`src/rtl/bp_pkg.sv`:
```
// Shared branch-predictor definitions.
// Used by the resolve unit and the branch history table, so the index width
// default and the resolve FSM encoding stay consistent between them.
package bp_pkg;

  // Default predictor / history table index width
  localparam int LOWER_DEF = 5;

  typedef enum logic {
    ST_RUN   = 1'b0,
    ST_FLUSH = 1'b1
  } bru_state_e;

  // Saturating 16-bit increment for the statistics counters
  function automatic logic [15:0] sat_inc16(input logic [15:0] v);
    return (v == 16'hFFFF) ? v : v + 16'd1;
  endfunction

endpackage

```
`src/rtl/branch_inflight_fifo.sv`:
```
// In-flight prediction queue.
// Ports: clk, arst_n (async active-low); push/wdata enqueue, pop dequeues the
// oldest entry (rdata shows it combinationally), clr empties the queue and
// takes priority over push/pop. full/empty reflect the current occupancy.
// A push while full is accepted only together with a pop.
module branch_inflight_fifo #(
  parameter int DEPTH = 4,
  parameter int W     = 6
) (
  input  logic         clk,
  input  logic         arst_n,
  input  logic         push,
  input  logic         pop,
  input  logic         clr,
  input  logic [W-1:0] wdata,
  output logic [W-1:0] rdata,
  output logic         full,
  output logic         empty
);

  localparam int AW = (DEPTH > 1) ? $clog2(DEPTH) : 1;

  logic [W-1:0] mem [DEPTH];
  logic [AW-1:0] wp, rp;
  logic [AW:0]   cnt;
  logic          do_push, do_pop;

  assign full    = (cnt == (AW+1)'(DEPTH));
  assign empty   = (cnt == '0);
  assign do_pop  = pop & ~empty;
  assign do_push = push & (~full | do_pop);
  assign rdata   = mem[rp];

  // Explicit wrap keeps the pointers modulo DEPTH for any DEPTH
  function automatic logic [AW-1:0] nxt(input logic [AW-1:0] p);
    return (p == AW'(DEPTH-1)) ? '0 : p + AW'(1);
  endfunction

  always_ff @(posedge clk) begin
    if (do_push && !clr) mem[wp] <= wdata;
  end

  always_ff @(posedge clk or negedge arst_n) begin
    if (!arst_n) begin
      wp  <= '0;
      rp  <= '0;
      cnt <= '0;
    end else if (clr) begin
      wp  <= '0;
      rp  <= '0;
      cnt <= '0;
    end else begin
      if (do_push) wp <= nxt(wp);
      if (do_pop)  rp <= nxt(rp);
      case ({do_push, do_pop})
        2'b10:   cnt <= cnt + (AW+1)'(1);
        2'b01:   cnt <= cnt - (AW+1)'(1);
        default: cnt <= cnt;
      endcase
    end
  end

endmodule

```
`src/rtl/branch_resolve_unit.sv`:
```
// Branch resolve unit.
// Queues predictions issued by fetch (pred_*), pairs each with its resolution
// from execute (res_*), trains the history table (upd_*) one cycle after the
// pop and, on a mispredict, redirects fetch and flushes the younger stages
// for FLUSH_CYCLES cycles. en stalls everything. full/overflow/underflow report
// queue status; branch_cnt/mispredict_cnt are saturating statistics.
module branch_resolve_unit
  import bp_pkg::*;
#(
  parameter int LOWER        = LOWER_DEF,
  parameter int PC_W         = 32,
  parameter int DEPTH        = 4,
  parameter int FLUSH_CYCLES = 2
) (
  input  logic             clk,
  input  logic             arst_n,
  input  logic             en,
  input  logic             pred_valid,
  input  logic [LOWER-1:0] pred_addr,
  input  logic             pred_taken,
  input  logic             res_valid,
  input  logic             res_taken,
  input  logic             res_jump,
  input  logic [PC_W-1:0]  res_target,
  input  logic [PC_W-1:0]  res_next_pc,
  output logic             upd_en,
  output logic [LOWER-1:0] upd_addr,
  output logic             upd_taken,
  output logic             flush,
  output logic             redirect_valid,
  output logic [PC_W-1:0]  redirect_pc,
  output logic             full,
  output logic             overflow,
  output logic             underflow,
  output logic [15:0]      branch_cnt,
  output logic [15:0]      mispredict_cnt
);

  localparam int FCW = (FLUSH_CYCLES > 1) ? $clog2(FLUSH_CYCLES) : 1;

  bru_state_e     state;
  logic [FCW-1:0] fcnt;
  logic [LOWER:0] head;
  logic           empty, run, pop_fire, push_fire, actual, mis;

  assign run       = (state == ST_RUN);
  assign pop_fire  = en & run & res_valid & ~empty;
  // A push into a full queue is legal when the same cycle pops
  assign push_fire = en & run & pred_valid & (~full | pop_fire);
  assign actual    = res_taken | res_jump;
  assign mis       = pop_fire & (actual != head[0]);

  branch_inflight_fifo #(.DEPTH(DEPTH), .W(LOWER+1)) u_fifo (
    .clk    (clk),
    .arst_n (arst_n),
    .push   (push_fire),
    .pop    (pop_fire),
    .clr    (en & mis),
    .wdata  ({pred_addr, pred_taken}),
    .rdata  (head),
    .full   (full),
    .empty  (empty)
  );

  always_ff @(posedge clk or negedge arst_n) begin
    if (!arst_n) begin
      state          <= ST_RUN;
      fcnt           <= '0;
      flush          <= 1'b0;
      upd_en         <= 1'b0;
      upd_addr       <= '0;
      upd_taken      <= 1'b0;
      redirect_valid <= 1'b0;
      redirect_pc    <= '0;
      overflow       <= 1'b0;
      underflow      <= 1'b0;
      branch_cnt     <= '0;
      mispredict_cnt <= '0;
    end else if (en) begin
      upd_en         <= pop_fire;
      redirect_valid <= mis;
      underflow      <= run & res_valid & empty;
      if (run && pred_valid && full && !pop_fire) overflow <= 1'b1;
      if (pop_fire) begin
        upd_addr    <= head[LOWER:1];
        upd_taken   <= actual;
        redirect_pc <= actual ? res_target : res_next_pc;
        branch_cnt  <= sat_inc16(branch_cnt);
        if (mis) mispredict_cnt <= sat_inc16(mispredict_cnt);
      end
      case (state)
        ST_RUN: if (mis) begin
          // flush rises together with redirect_valid
          state <= ST_FLUSH;
          flush <= 1'b1;
          fcnt  <= FCW'(FLUSH_CYCLES-1);
        end
        ST_FLUSH: if (fcnt == '0) begin
          state <= ST_RUN;
          flush <= 1'b0;
        end else begin
          fcnt <= fcnt - FCW'(1);
        end
        default: state <= ST_RUN;
      endcase
    end
  end

endmodule

```
`config.mk`:
```
export PLATFORM = sky130hd
export DESIGN_NAME = branch_resolve_unit
export DESIGN_NICKNAME = d
export VERILOG_FILES = /design/src/rtl/bp_pkg.sv /design/src/rtl/branch_inflight_fifo.sv /design/src/rtl/branch_resolve_unit.sv
export SDC_FILE = /design/constraint.sdc
export NUM_CORES = 1
export LEC_CHECK = 0
export BUFFER_PORTS_ARGS = -buffer_cell sky130_fd_sc_hd__buf_4
export CAP_MARGIN = 20
export CORE_MARGIN = 8
export CORE_UTILIZATION = 38
export CTS_CLUSTER_DIAMETER = 30
export CTS_CLUSTER_SIZE = 25
export DETAILED_ROUTE_END_ITERATION = 12
export PLACE_DENSITY = 0.71
export SLEW_MARGIN = 0
export SYNTH_ARGS = -nofsm -noshare
export SYNTH_HDL_FRONTEND = slang
export SYNTH_HIERARCHICAL = 1
export SYNTH_SLANG_ARGS = --single-unit
```
`constraint.sdc`:
```
create_clock -name clk -period 4.4 [get_ports clk]
set_input_delay 0.44 -clock clk [delete_from_list [all_inputs] [get_ports clk]]
set_output_delay 0.44 -clock clk [all_outputs]
set_load 0.01 [all_outputs]
```
# After elaboration in Yosys (flattened, before gate mapping)
# Memory sizes are Yosys's and may differ from the RTL's.
# Cells that the tools add are included.
# W data, S select, Z words.
# op_classes
addsub	7
eq_ne	10
n_mux	19
bitwise	19
reduce_logical	16
# op_table
operator	count
$add A16 B1 Y16 const B	2
$eq A16 B16 Y1 const B	2
$mux W32	1
$mux W2	6
$and A1 B1 Y1	11
$mux W1	7
$eq A2 B2 Y1 const B	3
$pmux W1 S2	3
$pmux W3 S2	1
$reduce_and A2 Y1	3
$reduce_and A3 Y1	2
$not A1 Y1	5
$add A2 B1 Y2 const B	2
$logic_and A1 B1 Y1	4
$reduce_and A4 Y1	1
$reduce_bool A2 Y1	2
$add A3 B1 Y3 const B	1
$eq A3 B3 Y1 const B	1
$logic_not A3 Y1	1
$mux W3	1
$or A1 B1 Y1	3
$reduce_bool A3 Y1	1
$sub A3 B1 Y3 const B	1
$eq A2 B1 Y1 const B	1
5 further kinds	6
# word_totals
register_bits	84
mem_bits_rw	24
in_bits	77
out_inout_bits	76
elab_cells	87
memories	1
# memory_table
memory	depth	width	rd	rd_ports_with_merged_regs	write_ports	line_no	text
u_fifo.mem	4	6	1	0	1	branch_inflight_fifo.sv:23	logic [W-1:0] mem [DEPTH];

# Logic depth before layout (Yosys ltp)
# logic_depth
depth_word	10
mapped_depth	13
mapped_depth_nobuf	9

# Modules after synthesis
# The synthesis kept the hierarchy.
# by_module_without_submodules
mod	instances	cells_per_inst	area_each_um2	seq_area_each_um2
branch_resolve_unit	1	341	3649.8	1926.8
branch_inflight_fifo	1	97	1478.9	895.9

# Worst setup path after synthesis
# OpenSTA, ideal clock, no wires.
# synth_timing
kind	reg2reg
startpoint	register u_fifo.cnt[0]
endpoint	register u_fifo.cnt[2]
t_arrival_ps	2890
required_time_ps	4318
setup_slack_ps	1428
path_stages_with_launch	14
synth_period_minus_slack_ps	2972
path_cell_list	dfrtp_1 buf_6 nor3_1 nand4bb_1 buf_2 clkbuf_1 buf_1 a21oi_1 buf_6 nor2_1 fa_1 or3b_1 or3_1 a31oi_1
# synth_via
elab_chain_len	9
word_cells_on_any_way	19
cone_classes	2 x add/sub; 3 x eq/ne; 2 x mux; 10 x bitwise; 2 x reduce/logical
# synth_rtl
item	line_no	text
start: declaration	branch_inflight_fifo.sv:25	logic [AW:0] cnt;
start signal: assignment	branch_inflight_fifo.sv:56	2'b10: cnt <= cnt + (AW+1)'(1);
start signal: assignment	branch_inflight_fifo.sv:57	2'b01: cnt <= cnt - (AW+1)'(1);
start signal: assignment	branch_inflight_fifo.sv:58	default: cnt <= cnt;
$logic_not A3 Y1 *	branch_inflight_fifo.sv:29	assign empty = (cnt == '0);
net empty	branch_resolve_unit.sv:44	logic empty, run, pop_fire, push_fire, actual, mis;
$not A1 Y1 *	branch_resolve_unit.sv:47	assign pop_fire = en & run & res_valid & ~empty;
$and A1 B1 Y1 *	branch_resolve_unit.sv:47	
$or A1 B1 Y1 *	branch_resolve_unit.sv:49	assign push_fire = en & run & pred_valid & (~full | pop_fire);
$and A1 B1 Y1 *	branch_resolve_unit.sv:49	
net push_fire	branch_resolve_unit.sv:44	
$and A1 B1 Y1 *	branch_inflight_fifo.sv:31	assign do_push = push & (~full | do_pop);
$eq A2 B1 Y1 or $eq A2 B2 Y1 (tied branches)	branch_inflight_fifo.sv:55	case ({do_push, do_pop})
$pmux W3 S2	branch_inflight_fifo.sv:55	
$mux W3	branch_inflight_fifo.sv:48	end else if (clr) begin
# Mark *: on every way through the listed nets, which the timed path passes. The rest lies on a longest branch.
# A chain may end at the register's enable or synchronous reset.

# Worst setup path after layout
# Same ends and word-level chain as after synthesis.

==> results.yml <==
hold_path:
  hold_path_startpoint: "pred_addr[0]"
  min_path_type: "in2reg"
  min_to: "u_fifo/mem[3][1]"
  holdPathStages: 1
placement:
  hpwlAfterDp_um: 9560
  globalplace.congestion: 0.814
  place_inst: 748
  placement.io_buffers: 152
  place_ws_ns: 1.58
sta:
  period_minus_slack_ns: 2.84
  worst_pin_slew_ns: 0.560
  hold_violations: 0
  fmax_mhz: 352
  min_period_over_period: 0.645
  setup_viol: 0
  rsz0062_at_grt: "no"
  finClkSkew_ns: 0.00485
  fin_tns_setup_ns: 0
  maxSlewViolCount: 0
  setup_slack_ns: 1.56
  max-slew-margin-rel: 0.627
  hold_slack_ns: 0.301
final_layout:
  syn2layout_area_growth_pct: 31.4
  nNetsFinal: 671
  mostFrequentLayoutCells: "buf_4, dfrtp_1, nand2_1, o21ai_0, mux2i_1"
  insertedDiodeCount: 0
  drive_above_1_share: 0.340
  stdcell_count: 767
  final_common_cell: "buf_4"
floorplan:
  die_h_um: 132
  die_area_um2: 17500
  io_pins: 153
  start_util: 0.389
  rows: 42
  core-area_um2: 13200
  die_x_um: 132
job:
  maxCapViolCount: 0
yosys:
  synth.yosys.seq_area_share: 0.550
  yosysWarningCount: 6
  synth_edf_count: 24
  netlist_area_um2: 5130
  async_flop_share: 0.778
  synth_area_per_cell_um2: 11.7
  synth_cell_types: 59
  synthesis.nets: 523
  ys.flop_type: "dfrtp_1"
  ys_seq_elements: 108
  synth_cells: 438
global_route:
  grt.overflow.total: 0
  grt_pass1_wl_um: 20500
  grt_pass1_vias: 3940
  antenna_found_initial: 0
  grtUsageTotal: 0.145
  grt_max_degree: 85
detailed_routing:
  vias: 3823
  viasPerCell: 4.98
  wl_per_cell_um: 16.5
  routed_wl_um: 12600
  route.detailed.drc: 0
  dr.first_iter.drc_count: 212
  dr.pass1.iters: 5
  ant_nets: 0
worst_setup_path:
  worst-path-max-fanout: 12
  crit_arrival_ns: 3.11
  cp-start-kind: "flop"
  ff2ff_setup_slack_ns: 1.56
  worstReg2RegEnd: "u_fifo/cnt[2]"
  crit_type: "reg2reg"
  cp-end-kind: "flop"
  r2r_start: "u_fifo/cnt[0]"
  required_ns: 4.67
  reg2reg_depth: 9
power_and_ir_drop:
  power.switching_uw: 1190
  cell_internal_pwr_uw: 2300
  fin_total_pwr_uw: 3490
  power_frac_comb: 0.332
  pwr_density_cell_nw_per_um2: 518
  p_leak_uw: 0.00312
  power_frac_clock: 0.225
  vdd.ir_drop.worst_v: 0.000212
  p_seq_frac: 0.443
  switching_share: 0.342
cts:
  clkLatencyLatePin_ns: 0.34
  root_buffer: "clkbuf_16"
  clk_pin_slew_ns: 0.07
  post-cts-setup-buffer-count: 0
  ctsResizeCount: 0
  cts_buffers: 9
  htreeDepth: 3
  cts_sinks: 108
  cts_hold_buf: 0
  cts_tree: "done"
  clockBufferDepth: 2
run_status:
  status: "complete, no violations"
per-stage QoR:
step / utilization / cell area (um2)
after floorplan: - / 5130
after global placement: 0.485 / 6390
after detailed placement: 0.485 / 6390
after CTS: 0.507 / 6680
after global routing: 0.511 / 6740
final: 0.511 / 6740
synthesized netlist by cell type, types with 3 or more instances:
cell      count  area [um2]
dfrtp_1      84        2100
nand2_1      65         244
o21ai_0      38         190
mux2i_1      33         330
edfxtp_1     24         721
xnor2_1      15         131
xor2_1       13         114
nand4_1      12        75.1
nor3_1       12        60.1
nand3_1      11        55.1
nor2_1       11        41.3
inv_1         9        33.8
clkbuf_1      8        30.0
and2_1        7        43.8
ha_1          7        87.6
a21oi_1       6        30.0
buf_2         6        30.0
mux4_2        6         135
and3_1        5        31.3
and4_1        4        35.0
o211ai_1      4        30.0
a31oi_1       3        18.8
buf_6         3        33.8
clkbuf_8      3        41.3
mux2_2        3        33.8
nand4_2       3        37.5
nand4b_1      3        26.3
o21a_1        3        22.5
state kept, by name (all words and copies together) (netlist names):
register / flops
branch_cnt: 16
fcnt: 1
flush: 1
mispredict_cnt: 16
overflow: 1
redirect_pc: 32
redirect_valid: 1
state: 1
u_fifo/cnt: 3
u_fifo/mem: 24
u_fifo/rp: 2
u_fifo/wp: 2
underflow: 1
upd_addr: 5
upd_en: 1
upd_taken: 1
final cells by class:
cell class	count	area, um2
Clock inverter	7	63.8
Multi-Input combinational cell	298	2140
Sequential cell	108	2820
Timing Repair Buffer	159	1230
Clock buffer	9	225
Tap cell	176	220
Inverter	10	40.0
Fill cell	1197	6450
layer usage:
metal | global-route usage | share of wire
met1 | 0.174 | 0.42
met2 | 0.246 | 0.51
met3 | 0.0320 | 0.051
met4 | 0.0574 | 0.017
met5 | 0 | 0
worst max path at each step:
stage / startpoint / endpoint / slack (ns) / cells after the start
final: u_fifo/cnt[0] / u_fifo/cnt[2] / 1.56 / 9
after global routing: u_fifo/cnt[0] / u_fifo/cnt[2] / 1.37 / 9
after CTS: u_fifo/cnt[0] / u_fifo/cnt[2] / 1.55 / 9
after detailed placement: u_fifo/cnt[0] / u_fifo/cnt[2] / 1.58 / 9
after global placement: u_fifo/cnt[0] / u_fifo/cnt[2] / 1.61 / 9
after floorplan: u_fifo/cnt[0] / u_fifo/cnt[2] / 1.43 / 13
critical path: stages, from the launching register on:
cell	delay, ns
dfrtp_1	0.55
nor3_1	0.13
nand4bb_4	0.35
a21oi_1	0.20
buf_4	0.21
nor2_1	0.08
fa_1	0.40
or3b_1	0.37
or3_1	0.31
a31oi_1	0.16
cells by family after synthesis:
logic type,share of synthesized area
mux,0.102
buf+inv,0.0368
fa+ha+maj,0.0210
xor+xnor,0.0478
flops,0.550
simple gates,0.163
compound gates,0.0786
power by group through the flow:
stage / clock network (uW) / registers (uW) / logic [uW]
6_report: 785 / 1550 / 1160
3_3_place_gp: 0 / 1550 / 1140
2_1_floorplan: 0 / 1590 / 564
4_1_cts: 811 / 1550 / 1180
5_1_grt: 847 / 1590 / 1280
3_5_place_dp: 0 / 1570 / 1180
Note: power is estimated with default switching activity, not from simulation.
